## src/rtl/sprite_line_sched.sv

```systemverilog
// sprite_line_sched: per-line scheduler assigning up to SLOTS covering sprites
// from a double-buffered descriptor table to sprite engine slots.
module sprite_line_sched #(
  parameter  int CORDW      = 16,
  parameter  int NSPR       = 8,
  parameter  int SLOTS      = 2,
  parameter  int SPR_HEIGHT = 8,
  parameter  int SPR_SCALE  = 4,
  localparam int IDW        = $clog2(NSPR)
) (
  input  logic                   clk_pix,
  input  logic                   rst_pix_n,
  input  logic                   frame,
  input  logic                   line,
  input  logic [CORDW-1:0]       sy,
  input  logic                   cfg_we,
  input  logic [IDW-1:0]         cfg_idx,
  input  logic                   cfg_en,
  input  logic [CORDW-1:0]       cfg_x,
  input  logic [CORDW-1:0]       cfg_y,
  output logic                   slot_start,
  output logic [SLOTS-1:0]       slot_valid,
  output logic [SLOTS*IDW-1:0]   slot_id,
  output logic [SLOTS*CORDW-1:0] slot_x,
  output logic [SLOTS*CORDW-1:0] slot_y,
  output logic                   overflow,
  output logic [7:0]             ovf_count,
  output logic                   late_err
);

  localparam int CW = $clog2(SLOTS + 2);
  localparam logic [CW-1:0] SLOTS_C = CW'(SLOTS);
  localparam logic signed [CORDW:0] SH_E = (CORDW+1)'(SPR_HEIGHT << SPR_SCALE);

  typedef enum logic [1:0] {IDLE, SCAN, DONE} state_t;

  state_t state, state_n;
  logic   start_scan, scan_last, commit, late_line, pending;

  logic             sh_en  [NSPR];
  logic [CORDW-1:0] sh_x   [NSPR];
  logic [CORDW-1:0] sh_y   [NSPR];
  logic             act_en [NSPR];
  logic [CORDW-1:0] act_x  [NSPR];
  logic [CORDW-1:0] act_y  [NSPR];

  logic [IDW-1:0]   idx;
  logic [CORDW-1:0] ly;
  logic [CW-1:0]    cnt, cnt_n;
  logic [SLOTS-1:0] stg_valid, stg_valid_n;
  logic [IDW-1:0]   stg_id   [SLOTS];
  logic [IDW-1:0]   stg_id_n [SLOTS];
  logic [CORDW-1:0] stg_x    [SLOTS];
  logic [CORDW-1:0] stg_x_n  [SLOTS];
  logic [CORDW-1:0] stg_y    [SLOTS];
  logic [CORDW-1:0] stg_y_n  [SLOTS];

  logic signed [CORDW:0] ly_e, y_e, y_end;
  logic                  hit;

  // State register.
  always_ff @(posedge clk_pix or negedge rst_pix_n) begin
    if (!rst_pix_n) state <= IDLE;
    else            state <= state_n;
  end

  // Next-state and control decode; a deferred commit lands on the DONE->IDLE edge.
  always_comb begin
    state_n    = state;
    start_scan = 1'b0;
    scan_last  = 1'b0;
    commit     = 1'b0;
    late_line  = 1'b0;
    case (state)
      IDLE: begin
        commit = frame;
        if (line) begin
          start_scan = 1'b1;
          state_n    = SCAN;
        end
      end
      SCAN: begin
        late_line = line;
        if (idx == IDW'(NSPR - 1)) begin
          scan_last = 1'b1;
          state_n   = DONE;
        end
      end
      DONE: begin
        late_line = line;
        commit    = frame | pending;
        state_n   = IDLE;
      end
      default: state_n = IDLE;
    endcase
  end

  // Coverage test in CORDW+1 signed bits so y+SH never wraps.
  always_comb begin
    ly_e  = {ly[CORDW-1], ly};
    y_e   = {act_y[idx][CORDW-1], act_y[idx]};
    y_end = y_e + SH_E;
    hit   = act_en[idx] && (ly_e >= y_e) && (ly_e < y_end);
  end

  // Staged slot fill for the descriptor currently being scanned.
  always_comb begin
    stg_valid_n = stg_valid;
    cnt_n       = cnt;
    for (int unsigned s = 0; s < SLOTS; s++) begin
      stg_id_n[s] = stg_id[s];
      stg_x_n[s]  = stg_x[s];
      stg_y_n[s]  = stg_y[s];
    end
    if (state == SCAN && hit) begin
      for (int unsigned s = 0; s < SLOTS; s++) begin
        if (cnt == CW'(s)) begin
          stg_valid_n[s] = 1'b1;
          stg_id_n[s]    = idx;
          stg_x_n[s]     = act_x[idx];
          stg_y_n[s]     = act_y[idx];
        end
      end
      if (cnt <= SLOTS_C) cnt_n = cnt + CW'(1);
    end
  end

  // Shadow writes in any state; commit copies the pre-write shadow.
  always_ff @(posedge clk_pix or negedge rst_pix_n) begin
    if (!rst_pix_n) begin
      for (int unsigned i = 0; i < NSPR; i++) begin
        sh_en[i]  <= 1'b0;
        sh_x[i]   <= '0;
        sh_y[i]   <= '0;
        act_en[i] <= 1'b0;
        act_x[i]  <= '0;
        act_y[i]  <= '0;
      end
    end else begin
      if (commit) begin
        for (int unsigned i = 0; i < NSPR; i++) begin
          act_en[i] <= sh_en[i];
          act_x[i]  <= sh_x[i];
          act_y[i]  <= sh_y[i];
        end
      end
      if (cfg_we) begin
        sh_en[cfg_idx] <= cfg_en;
        sh_x[cfg_idx]  <= cfg_x;
        sh_y[cfg_idx]  <= cfg_y;
      end
    end
  end

  // Scan index, captured line and staged slot registers.
  always_ff @(posedge clk_pix or negedge rst_pix_n) begin
    if (!rst_pix_n) begin
      idx       <= '0;
      ly        <= '0;
      cnt       <= '0;
      stg_valid <= '0;
      for (int unsigned s = 0; s < SLOTS; s++) begin
        stg_id[s] <= '0;
        stg_x[s]  <= '0;
        stg_y[s]  <= '0;
      end
    end else if (start_scan) begin
      idx       <= '0;
      ly        <= sy;
      cnt       <= '0;
      stg_valid <= '0;
      for (int unsigned s = 0; s < SLOTS; s++) begin
        stg_id[s] <= '0;
        stg_x[s]  <= '0;
        stg_y[s]  <= '0;
      end
    end else if (state == SCAN) begin
      idx       <= idx + IDW'(1);
      cnt       <= cnt_n;
      stg_valid <= stg_valid_n;
      for (int unsigned s = 0; s < SLOTS; s++) begin
        stg_id[s] <= stg_id_n[s];
        stg_x[s]  <= stg_x_n[s];
        stg_y[s]  <= stg_y_n[s];
      end
    end
  end

  // Slot outputs load from the final staged values on the last scan edge,
  // so they are valid together with slot_start during DONE.
  always_ff @(posedge clk_pix or negedge rst_pix_n) begin
    if (!rst_pix_n) begin
      slot_start <= 1'b0;
      overflow   <= 1'b0;
      slot_valid <= '0;
      slot_id    <= '0;
      slot_x     <= '0;
      slot_y     <= '0;
    end else begin
      slot_start <= scan_last;
      overflow   <= scan_last && (cnt_n > SLOTS_C);
      if (scan_last) begin
        slot_valid <= stg_valid_n;
        for (int unsigned s = 0; s < SLOTS; s++) begin
          slot_id[s*IDW +: IDW]     <= stg_id_n[s];
          slot_x[s*CORDW +: CORDW]  <= stg_x_n[s];
          slot_y[s*CORDW +: CORDW]  <= stg_y_n[s];
        end
      end
    end
  end

  // Pending commit, overflow counter and sticky late-line flag.
  always_ff @(posedge clk_pix or negedge rst_pix_n) begin
    if (!rst_pix_n) begin
      pending   <= 1'b0;
      ovf_count <= '0;
      late_err  <= 1'b0;
    end else begin
      if (commit)     pending <= 1'b0;
      else if (frame) pending <= 1'b1;
      if (commit)
        ovf_count <= '0;
      else if (scan_last && (cnt_n > SLOTS_C) && ovf_count != 8'hFF)
        ovf_count <= ovf_count + 8'd1;
      if (late_line) late_err <= 1'b1;
    end
  end

endmodule

```

## config.mk

```make
export PLATFORM = sky130hd
export DESIGN_NAME = sprite_line_sched
export DESIGN_NICKNAME = d
export VERILOG_FILES = /design/src/rtl/sprite_line_sched.sv
export SDC_FILE = /design/constraint.sdc
export NUM_CORES = 1
export LEC_CHECK = 0
export BUFFER_PORTS_ARGS = -buffer_cell sky130_fd_sc_hd__buf_4
export CORE_MARGIN = 5
export CORE_UTILIZATION = 60
export DETAILED_ROUTE_END_ITERATION = 7
export PLACE_DENSITY = 0.78
export SLEW_MARGIN = 10
export SYNTH_ARGS = -nofsm -noshare
export SYNTH_HDL_FRONTEND = slang
export SYNTH_SLANG_ARGS = --single-unit
```

## constraint.sdc

```tcl
create_clock -name clk_pix -period 5.15 [get_ports clk_pix]
set_input_delay 1.03 -clock clk_pix [delete_from_list [all_inputs] [get_ports clk_pix]]
set_output_delay 1.03 -clock clk_pix [all_outputs]
set_load 0.01 [all_outputs]
```

# Word level (Yosys, flattened, before mapping)
# Index checks and enable logic that the tools add are counted.
# W data, S select, Z words.
# totals
output_inout_bits	83
word_cells	157
in_bits	57
register_bits	707
# op_classes
n_lt_le_gt_ge	7
eq_ne	7
reduce_logical	13
mux	55
addsub	4
bitwise	3
# ops
op	n
$bwmux W128	2
$mux W32	6
$mux W16	9
$bmux W16 S3	2
$demux W16 S3	1
$mux W2	9
$mux W6	3
$add A16 B9 Y17 const B	1
$lt A16 B17 Y1	1
$ge A16 B16 Y1	1
$mux W8	2
$mux W1	12
$mux W3	4
$add A8 B1 Y8 const B	1
$bwmux W8	1
$ge A4 B4 Y1 const B	2
$ne A8 B8 Y1 const B	1
$not A3 Y4	2
$logic_and A1 B1 Y1	6
$reduce_bool A2 Y1	3
$eq A2 B1 Y1 const B	2
$logic_not A2 Y1	2
$lt A4 B1 Y1 const B	1
$ne A2 B2 Y1 const B	2
13 further kinds	13

# Longest topological paths before layout
# Gate-level depths: netlist of the first run.
# depth
depth_word	14
ltp_mapped	20
depth_no_buf	15

# Worst setup path after synthesis of the first run
# OpenSTA, ideal clock, no wires.
# synth_path
path_type	register to register
start	reg idx[0]
end	reg slot_y[30]
setup_ns	0.132
path_stages_with_launch	21
period_less_slack_ns	4.397
setup_slack_ns	0.753
path_buffers	5
arrival_time_ns	4.264
cell_sequence	dfrtp_1 buf_2 buf_2 buf_2 mux4_2 mux2i_1 inv_1 ha_1 nand2_1 xnor2_1 ha_1 a21o_1 a2111oi_0 o21ai_0 a21oi_1 nor2_1 nor4_2 buf_6 buf_12 mux2i_1 o21ai_1
# synth_between
elab_chain_cells	9
# synth_rtl
item	line_no	text
start: declaration	47	logic [IDW-1:0] idx;
start signal: assignment	178	idx <= idx + IDW'(1);
$not A3 Y4 (implied by the code)	101, 103, 121	
$bmux W16 S3	101, 121	
$mux W16 (implied by the code) (2 in series)	101, 121	
$add A16 B9 Y17 or $ge A16 B16 Y1 (tied branches)	102, 103	
$lt A16 B17 Y1 or $logic_and A1 B1 Y1 (tied branches)	103	hit = act_en[idx] && (ly_e >= y_e) && (ly_e < y_end);
$logic_and A1 B1 Y1	103	
$logic_and A1 B1 Y1	115	if (state == SCAN && hit) begin
$mux W32	115	
end signal: indexed assignment	207	slot_y[s*CORDW +: CORDW] <= stg_y_n[s];
end: declaration	25	output logic [SLOTS*CORDW-1:0] slot_y,
# Several ways; a longest one is shown, not always the timed one. The select of a mux whose other input is x is not followed.
# A chain may end at the register's enable or synchronous reset.

# Worst setup path after layout of the first run
# layout_path
start	reg idx[0]
end	reg slot_y[22]
# The elaborated chain is that of the path after synthesis.

==> results by group, run 1 <==
Yosys
  – EDFF count, synth: 0
  – Synth cell types: 56
  – Syn nets: 2646
  – Syn. warnings: 0
  – Netlist area before placement: 29500 um^2
  – Top cells by area, synth: dfrtp_1, nand2_1, mux2_2, mux4_2, mux2i_1
  – Mean post-synth cell area: 11.6 um^2
  – Synth Flop Type: dfrtp_1
  – #FFs+latches synth: 707
  – Top-area cell type share of the netlist area: 0.599
  – Yosys top cell by area: dfrtp_1
  – Mapped Cells: 2555
  – Post-synthesis sequential area ratio: 0.599
  – Post-synth ARST share: 1.00

Global route
  – Total Routing Usage GR: 0.255
  – First-pass GRT wire length: 109000 um
  – Initial antenna violation count: 3
  – Number of global-route vias before repair: 20179
  – Largest net degree at the start of global routing: 140
  – Congestion Overflow GR: 0

Setup path
  – Crit path max-delay family: compound AO/OA/AOI/OAI gates
  – Reg2reg setup slack: 0.43 ns
  – Worst R2R Path Depth: 18
  – Most numerous cell on the critical path: buf_4
  – Worst EP required: 5.61 ns
  – R2r startpoint: idx[0]
  – Crit Path Category: flop to flop
  – Reg2reg end: slot_y[22]
  – Element type at the critical path start: flop
  – CP bufs+invs: 4
  – Worst Path Arrival: 5.18 ns
  – Slowest cell on crit path: dfrtp_4
  – Max stage delay on crit path: 0.61 ns
  – Critical Path, Cell by Cell: buf_16 > mux4_2 > mux2i_1 > buf_4 > nor4_1 > buf_4 > nand3b_1 > xnor2_1 > ha_1 > a21o_1 > a2111oi_0 > o21ai_0 > a21oi_1 > nor2_1 > nor4_4 > buf_4 > mux2i_1 > o21ai_1
  – Crit-path max FO: 14
  – CP Capture Type: flop

Floorplan
  – Die ar.: 53800 um^2
  – Initial Util: 0.605
  – Core Footprint: 48800 um^2
  – Die width: 232 um
  – Io pins: 140
  – Row count: 81
  – Die Ht: 232 um

STA
  – RSZ-0062 raised after global routing: no
  – Final TNS setup: 0 ns
  – Max Fclk: 212 MHz
  – Max Slew Vio Count: 0
  – Final setup vio count: 0
  – Worst slew pin tran: 0.997 ns
  – Fin crit share: 0.916
  – Final Hold Fails: 0
  – Clock Skews: 0.0279 ns
  – Max-slew headroom: 0.335
  – Min cycle time layout: 4.72 ns

Drt
  – Post-Route WL: 67200 um
  – Antenna Nets Post-Route: 0
  – Vias per Instance: 5.69
  – Residual DRC: 0
  – First-pass DRT Iterations: 6
  – Drt wl/cell: 19.8 um
  – Vias: 19307
  – Drt first-iter violations: 1657

CTS
  – Clk slew on worst S/H paths: 0.06 ns
  – Clk buf depth: 3
  – CTS resizes: 0
  – Hold-fix buffers, CTS: 0
  – Worst-skew pair later-pin latency: 0.62 ns
  – Sink Count: 707
  – H-tree levels: 3
  – Clock root cell: clkbuf_16
  – CTS tree: yes
  – Total CTS buffers: 72

Layout
  – Final Instance Area: 33700 um^2
  – Commonest non-fill, non-tap cell in the layout: nand2_1
  – Area delta synth->final: 13.9%
  – Most frequent cells in the layout: nand2_1, dfrtp_1, mux2_2
  – Fin nets: 2763
  – Layout cells sized above 1: 0.240
  – Number of cells in the finished layout apart from fillers: 3393

Place
  – HPWL after detailed placement: 39600 um
  – # placed instances: 3261
  – DP Area: 31300 um^2
  – GP Congestion: 0.838
  – Port buffer count: 139

Min path
  – HP Class: flop to flop
  – HP Start: sh_y[114]
  – Hold path depth: 2
  – Worst hold endpoint: act_y[114]

Power and ir drop
  – VDD IR-drop max: 0.345 mV
  – Clock Power Share: 0.264
  – Power Total: 0.0198 W
  – Psw: 0.00665 W
  – Gate power share: 0.315
  – PD cells: 587 nW/um^2
  – Internal: 0.0131 W
  – Sequential Power Share: 0.422
  – Pleak: 16.2 nW
  – Switching part of the total power: 0.336

Run status
  – Status: complete, no violations

Run
  – Max-Cap Viols: 0
## cells by family after synthesis
logic type	after synthesis	share of synthesized area
compound gates	116	0.0227
flops	707	0.599
mux	439	0.188
buf+inv	160	0.0257
fa+ha+maj	34	0.0144
xor+xnor	10	0.00297
simple gates	1089	0.147
## cell type report
class | count | area (um^2)
Tap cell | 664 | 831
Sequential cell | 707 | 17700
Multi-Input combinational cell | 1688 | 11100
Fill cell | 3370 | 15200
Clock buffer | 108 | 2110
Timing Repair Buffer | 187 | 1540
Clock inverter | 22 | 262
Inverter | 16 | 60.1
Antenna cell | 1 | 2.50
## synthesized netlist by cell type, types with 3 or more instances
library cell,number
a21o_1,3
a21oi_1,13
a31oi_1,3
and2b_1,17
buf_12,6
buf_2,8
clkbuf_1,121
dfrtp_1,707
ha_1,34
inv_1,16
mux2_2,270
mux2i_1,103
mux4_2,65
nand2_1,928
nand2b_1,4
nand4_1,6
nand4b_1,6
nor2_1,90
nor2b_1,11
nor3_1,4
nor3b_1,3
o21a_1,4
o21ai_0,21
o21ai_1,58
xnor2_1,10
## worst register-to-register path, delay by kind of cell (launching register included)
| family | cells | cell delay [ns] |
|---|---|---|
| AOI/OAI and AO/OA | 5 | 1.02 |
| buffers and inverters | 4 | 0.92 |
| and+or+nand+nor | 4 | 0.86 |
| muxes | 3 | 0.70 |
| DFF | 1 | 0.61 |
| adders and majority gates | 1 | 0.30 |
| xor gates and xnor gates | 1 | 0.16 |
## worst max-delay path by stage
stage                             to  cells past startpoint  slack (ns)   start
after floorplan           slot_y[30]                     20        0.75  idx[0]
after global placement    slot_y[17]                     15        0.50  idx[0]
after detailed placement  slot_y[17]                     15        0.31  idx[0]
after CTS                  stg_x[25]                     15        0.32  idx[0]
after global routing      slot_y[28]                     18        0.06  idx[0]
final                     slot_y[22]                     18        0.43  idx[0]
## power groups by stage
stage	combinational, W	sequential (W)	clock [W]
2_1_floorplan	0.00433	0.00806	0
3_3_place_gp	0.00587	0.00831	0
3_5_place_dp	0.00612	0.00841	0
4_1_cts	0.00620	0.00835	0.00528
5_1_grt	0.00688	0.00853	0.00552
6_report	0.00622	0.00834	0.00521
## routing by layer
| metal | vias up | global-route usage | share of wire |
|---|---|---|---|
| li1 | 8717 | - | - |
| met1 | 9948 | 0.365 | 0.44 |
| met2 | 530 | 0.412 | 0.48 |
| met3 | 108 | 0.0430 | 0.058 |
| met4 | 4 | 0.0718 | 0.021 |
| met5 | - | 0 | 0.00040 |
## state kept, by name, indices dropped and copies added, names as in the netlist
name and cells:
act_en 8, act_x 128, act_y 128, cnt 2
idx 3, late_err 1, ly 16, overflow 1
ovf_count 8, pending 1, sh_en 8, sh_x 128
sh_y 128, slot_id 6, slot_start 1, slot_valid 2
slot_x 32, slot_y 32, state 2, stg_id 6
stg_valid 2, stg_x 32, stg_y 32
## repair_timing
action / 4_1_cts / 5_1_grt
setup endpoints to repair: 0 / 27
hold endpoints to repair: 0 / 0
buffers inserted: 0 / 1
## metrics by stage
stage,utilization,hold WS [ns],setup WS [ns]
after global routing,0.689,0.473,0.0563
after detailed placement,0.640,0.446,0.311
final,0.689,0.450,0.432
after global placement,0.640,0.441,0.497
after floorplan,-,0.433,0.753
after CTS,0.688,0.453,0.317
Note: power is estimated with default switching activity, not from simulation.
==> run 2, diff against run 1 <==
--- a/config.mk
+++ b/config.mk
@@ -9,7 +9,7 @@
 export CORE_MARGIN = 5
 export CORE_UTILIZATION = 60
 export DETAILED_ROUTE_END_ITERATION = 7
-export PLACE_DENSITY = 0.78
+export PLACE_DENSITY_LB_ADDON = 0.1
 export SLEW_MARGIN = 10
 export SYNTH_ARGS = -nofsm -noshare
 export SYNTH_HDL_FRONTEND = slang
==> run 2 against run 1 <==
Compared with the run above:
- die area stayed put
- sequential power shrank 0.7%
- highest routed layer unchanged
- largest cell class unchanged
- routed wire length down 1.5%
- clock power increased by 0.8%
- final cell count is 0.12% lower
- via count fell by 1.6%
- clock-buffer cell count grew 1
==> results by group, run 2 (synthesis gave the netlist of run 1 again) <==
Run
  – Max-Cap Viols: 0 (unchanged)

Drt
  – Wl on met1: 30600 um (was 29800 um)
  – First-pass DRT Iterations: 7 (was 6)
  – Post-Route WL: 66200 um (was 67200 um)
  – Drt wl/cell: 19.5 um (was 19.8 um)
  – Drt first-iter violations: 1307 (was 1657)
  – Met3 routed WL: 3400 um (was 3890 um)
  – Vias per Instance: 5.61 (was 5.69)
  – Top sig layer: met5 (unchanged)
  – Vias: 18996 (was 19307)
  – Met2 WL: 31000 um (was 32100 um)
  – Antenna Nets Post-Route: 0 (unchanged)
  – Residual DRC: 0 (unchanged)

Min path
  – HP Class: flop to flop (unchanged)
  – Hold path depth: 2 (unchanged)
  – HP Start: sh_y[125] (was sh_y[114])
  – Worst hold endpoint: act_y[125] (was act_y[114])

Setup path
  – Worst R2R Path Depth: 16 (was 18)
  – Element type at the critical path start: flop (unchanged)
  – Critical Path, Cell by Cell: buf_16 > mux4_2 > mux2i_1 > nor4_2 > nand3b_1 > xnor2_1 > ha_1 > a21o_1 > a2111oi_0 > o21ai_0 > a21oi_1 > nor2_1 > nor4_4 > buf_12 > mux2i_1 > o21ai_1 (was buf_16 > mux4_2 > mux2i_1 > buf_4 > nor4_1 > buf_4 > nand3b_1 > xnor2_1 > ha_1 > a21o_1 > a2111oi_0 > o21ai_0 > a21oi_1 > nor2_1 > nor4_4 > buf_4 > mux2i_1 > o21ai_1)
  – Crit Path Category: flop to flop (unchanged)
  – CP Capture Type: flop (unchanged)
  – Crit-path max FO: 36 (was 14)
  – Worst EP required: 5.58 ns (was 5.61 ns)
  – R2r startpoint: idx[0] (unchanged)
  – Most numerous cell on the critical path: mux2i_1 (was buf_4)
  – Reg2reg end: slot_x[29] (was slot_y[22])
  – Max stage delay on crit path: 0.61 ns (about the same)
  – Crit path max-delay family: multiplexers (was compound AO/OA/AOI/OAI gates)
  – Worst Path Arrival: 5.34 ns (was 5.18 ns)
  – CP bufs+invs: 2 (was 4)
  – Reg2reg setup slack: 0.24 ns (was 0.43 ns)
  – Slowest cell on crit path: dfrtp_4 (unchanged)

Place
  – Port buffer count: 139 (unchanged)
  – GP Congestion: 0.833 (was 0.838)
  – DP Area: 31300 um^2 (about the same)
  – HPWL after detailed placement: 38500 um (was 39600 um)
  – # placed instances: 3260 (was 3261)
  – Setup WS pre-CTS: 0.114 ns (was 0.311 ns)

STA
  – Clock Skews: 0.0189 ns (was 0.0279 ns)
  – Final TNS setup: 0 ns (unchanged)
  – Min cycle time layout: 4.91 ns (was 4.72 ns)
  – Max-slew headroom: 0.247 (was 0.335)
  – Max Slew Vio Count: 0 (unchanged)
  – Fin crit share: 0.954 (was 0.916)
  – Final setup vio count: 0 (unchanged)
  – Max Fclk: 204 MHz (was 212 MHz)
  – RSZ-0062 raised after global routing: no (unchanged)
  – Final Hold Fails: 0 (unchanged)
  – Worst slew pin tran: 1.13 ns (was 0.997 ns)
  – PnR worst setup slack: 0.239 ns (was 0.432 ns)

Floorplan
  – Row count: 81 (unchanged)
  – Die width: 232 um (unchanged)
  – Io pins: 140 (unchanged)
  – Die Ht: 232 um (unchanged)
  – Die ar.: 53800 um^2 (unchanged)
  – Core Footprint: 48800 um^2 (unchanged)
  – Initial Util: 0.605 (unchanged)

Power and ir drop
  – Pleak: 16.3 nW (was 16.2 nW)
  – Power Total: 0.0198 W (about the same)
  – VDD IR-drop max: 0.239 mV (was 0.345 mV)
  – PD cells: 588 nW/um^2 (was 587 nW/um^2)

Run status
  – Status: complete, no violations (unchanged)

Global route
  – Congestion Overflow GR: 0 (unchanged)
  – Largest net degree at the start of global routing: 171 (was 140)
  – Number of global-route vias before repair: 19545 (was 20179)
  – Initial antenna violation count: 3 (unchanged)
  – First-pass GRT wire length: 108000 um (was 109000 um)
  – Total Routing Usage GR: 0.253 (was 0.255)

CTS
  – Clk buf depth: 3 (unchanged)
  – Clk slew on worst S/H paths: 0.06 ns (about the same)
  – Clock root cell: clkbuf_16 (unchanged)
  – Sink Count: 707 (unchanged)
  – H-tree levels: 3 (unchanged)
  – Hold-fix buffers, CTS: 0 (unchanged)
  – Total CTS buffers: 72 (unchanged)
  – Worst-skew pair later-pin latency: 0.60 ns (was 0.62 ns)
  – CTS tree: yes (unchanged)

Layout
  – Commonest non-fill, non-tap cell in the layout: nand2_1 (unchanged)
  – Fillcell total: 3592 (was 3370)
  – FF+latch area: 17700 um^2 (about the same)
  – Number of cells in the finished layout apart from fillers: 3389 (was 3393)
  – Fin nets: 2762 (was 2763)
  – Antenna diodes: 0 (was 1)
  – Final Instance Area: 33700 um^2 (about the same)
  – Area of the multi-input gates: 11200 um^2 (was 11100 um^2)
  – Most frequent cells in the layout: nand2_1, dfrtp_1, mux2_2 (unchanged)
  – Area delta synth->final: 14.1% (was 13.9%)
  – Layout cells sized above 1: 0.241 (was 0.240)
==> run 2: changes by cell type in the layout (fill, tap and decap cells not counted), moves of 2 or more <==
| cell | delta |
|---|---|
| buf_4 | -2 |
| clkbuf_1 | -3 |
| clkbuf_16 | +5 |
| clkinv_2 | +2 |
| clkinv_8 | -3 |
| inv_6 | -2 |
==> run 2: worst register-to-register path: cells and delay by family, from the launching register on <==
| family | cells | cell delay, ns |
|---|---|---|
| AND/OR/NAND/NOR | 4 | 0.78 |
| flip-flops | 1 | 0.61 |
| AO/OA/AOI/OAI | 5 | 1.16 |
| buffers and inverters | 2 | 0.55 |
| XOR/XNOR | 1 | 0.15 |
| multiplexers | 3 | 1.24 |
| adder cells (fa/ha/maj) | 1 | 0.27 |
==> run 2: timing repair <==
item,in CTS,in global routing
setup buffers,0,1
setup endpoints to repair,0,140
resized for setup,0,2
==> run 2: metrics by stage <==
step                utilization  hold slack, ns
global placement          0.640           0.438
detailed placement        0.640           0.446
CTS                       0.689           0.457
finish                    0.690           0.453
floorplan                     -           0.433
global route              0.690           0.477
==> run 2: where the power goes <==
group / leakage, nW / switching (W) / internal [W]
clock: 1.20 / 0.00209 / 0.00316
combinational: 6.22 / 0.00349 / 0.00279
sequential: 8.85 / 0.00100 / 0.00728
total: 16.3 / 0.00659 / 0.0132
==> run 2: worst max-delay path by stage <==
stage                 from    endpoint  slack, ns  cells after the start
global route        idx[0]  slot_x[31]       0.03                     16
global placement    idx[0]  slot_y[30]       0.41                     16
CTS                 idx[0]  slot_x[29]       0.09                     16
finish              idx[0]  slot_x[29]       0.24                     16
detailed placement  idx[0]  slot_x[29]       0.11                     16
floorplan           idx[0]  slot_y[30]       0.75                     20
==> run 2: layer usage <==
layer  up-vias  GRT usage
li1       8714          -
met1      9776      0.381
met2       409      0.392
met3        93     0.0448
met4         4     0.0633
met5         -          0
==> run 2: final cells by class <==
cell class | count | share of cell area
clock buffer | 109 | 0.0655
clock inverter | 19 | 0.00609
inverter | 16 | 0.00178
multi-input combinational | 1688 | 0.331
sequential | 707 | 0.525
tap | 664 | 0.0246
timing repair buffer | 186 | 0.0460
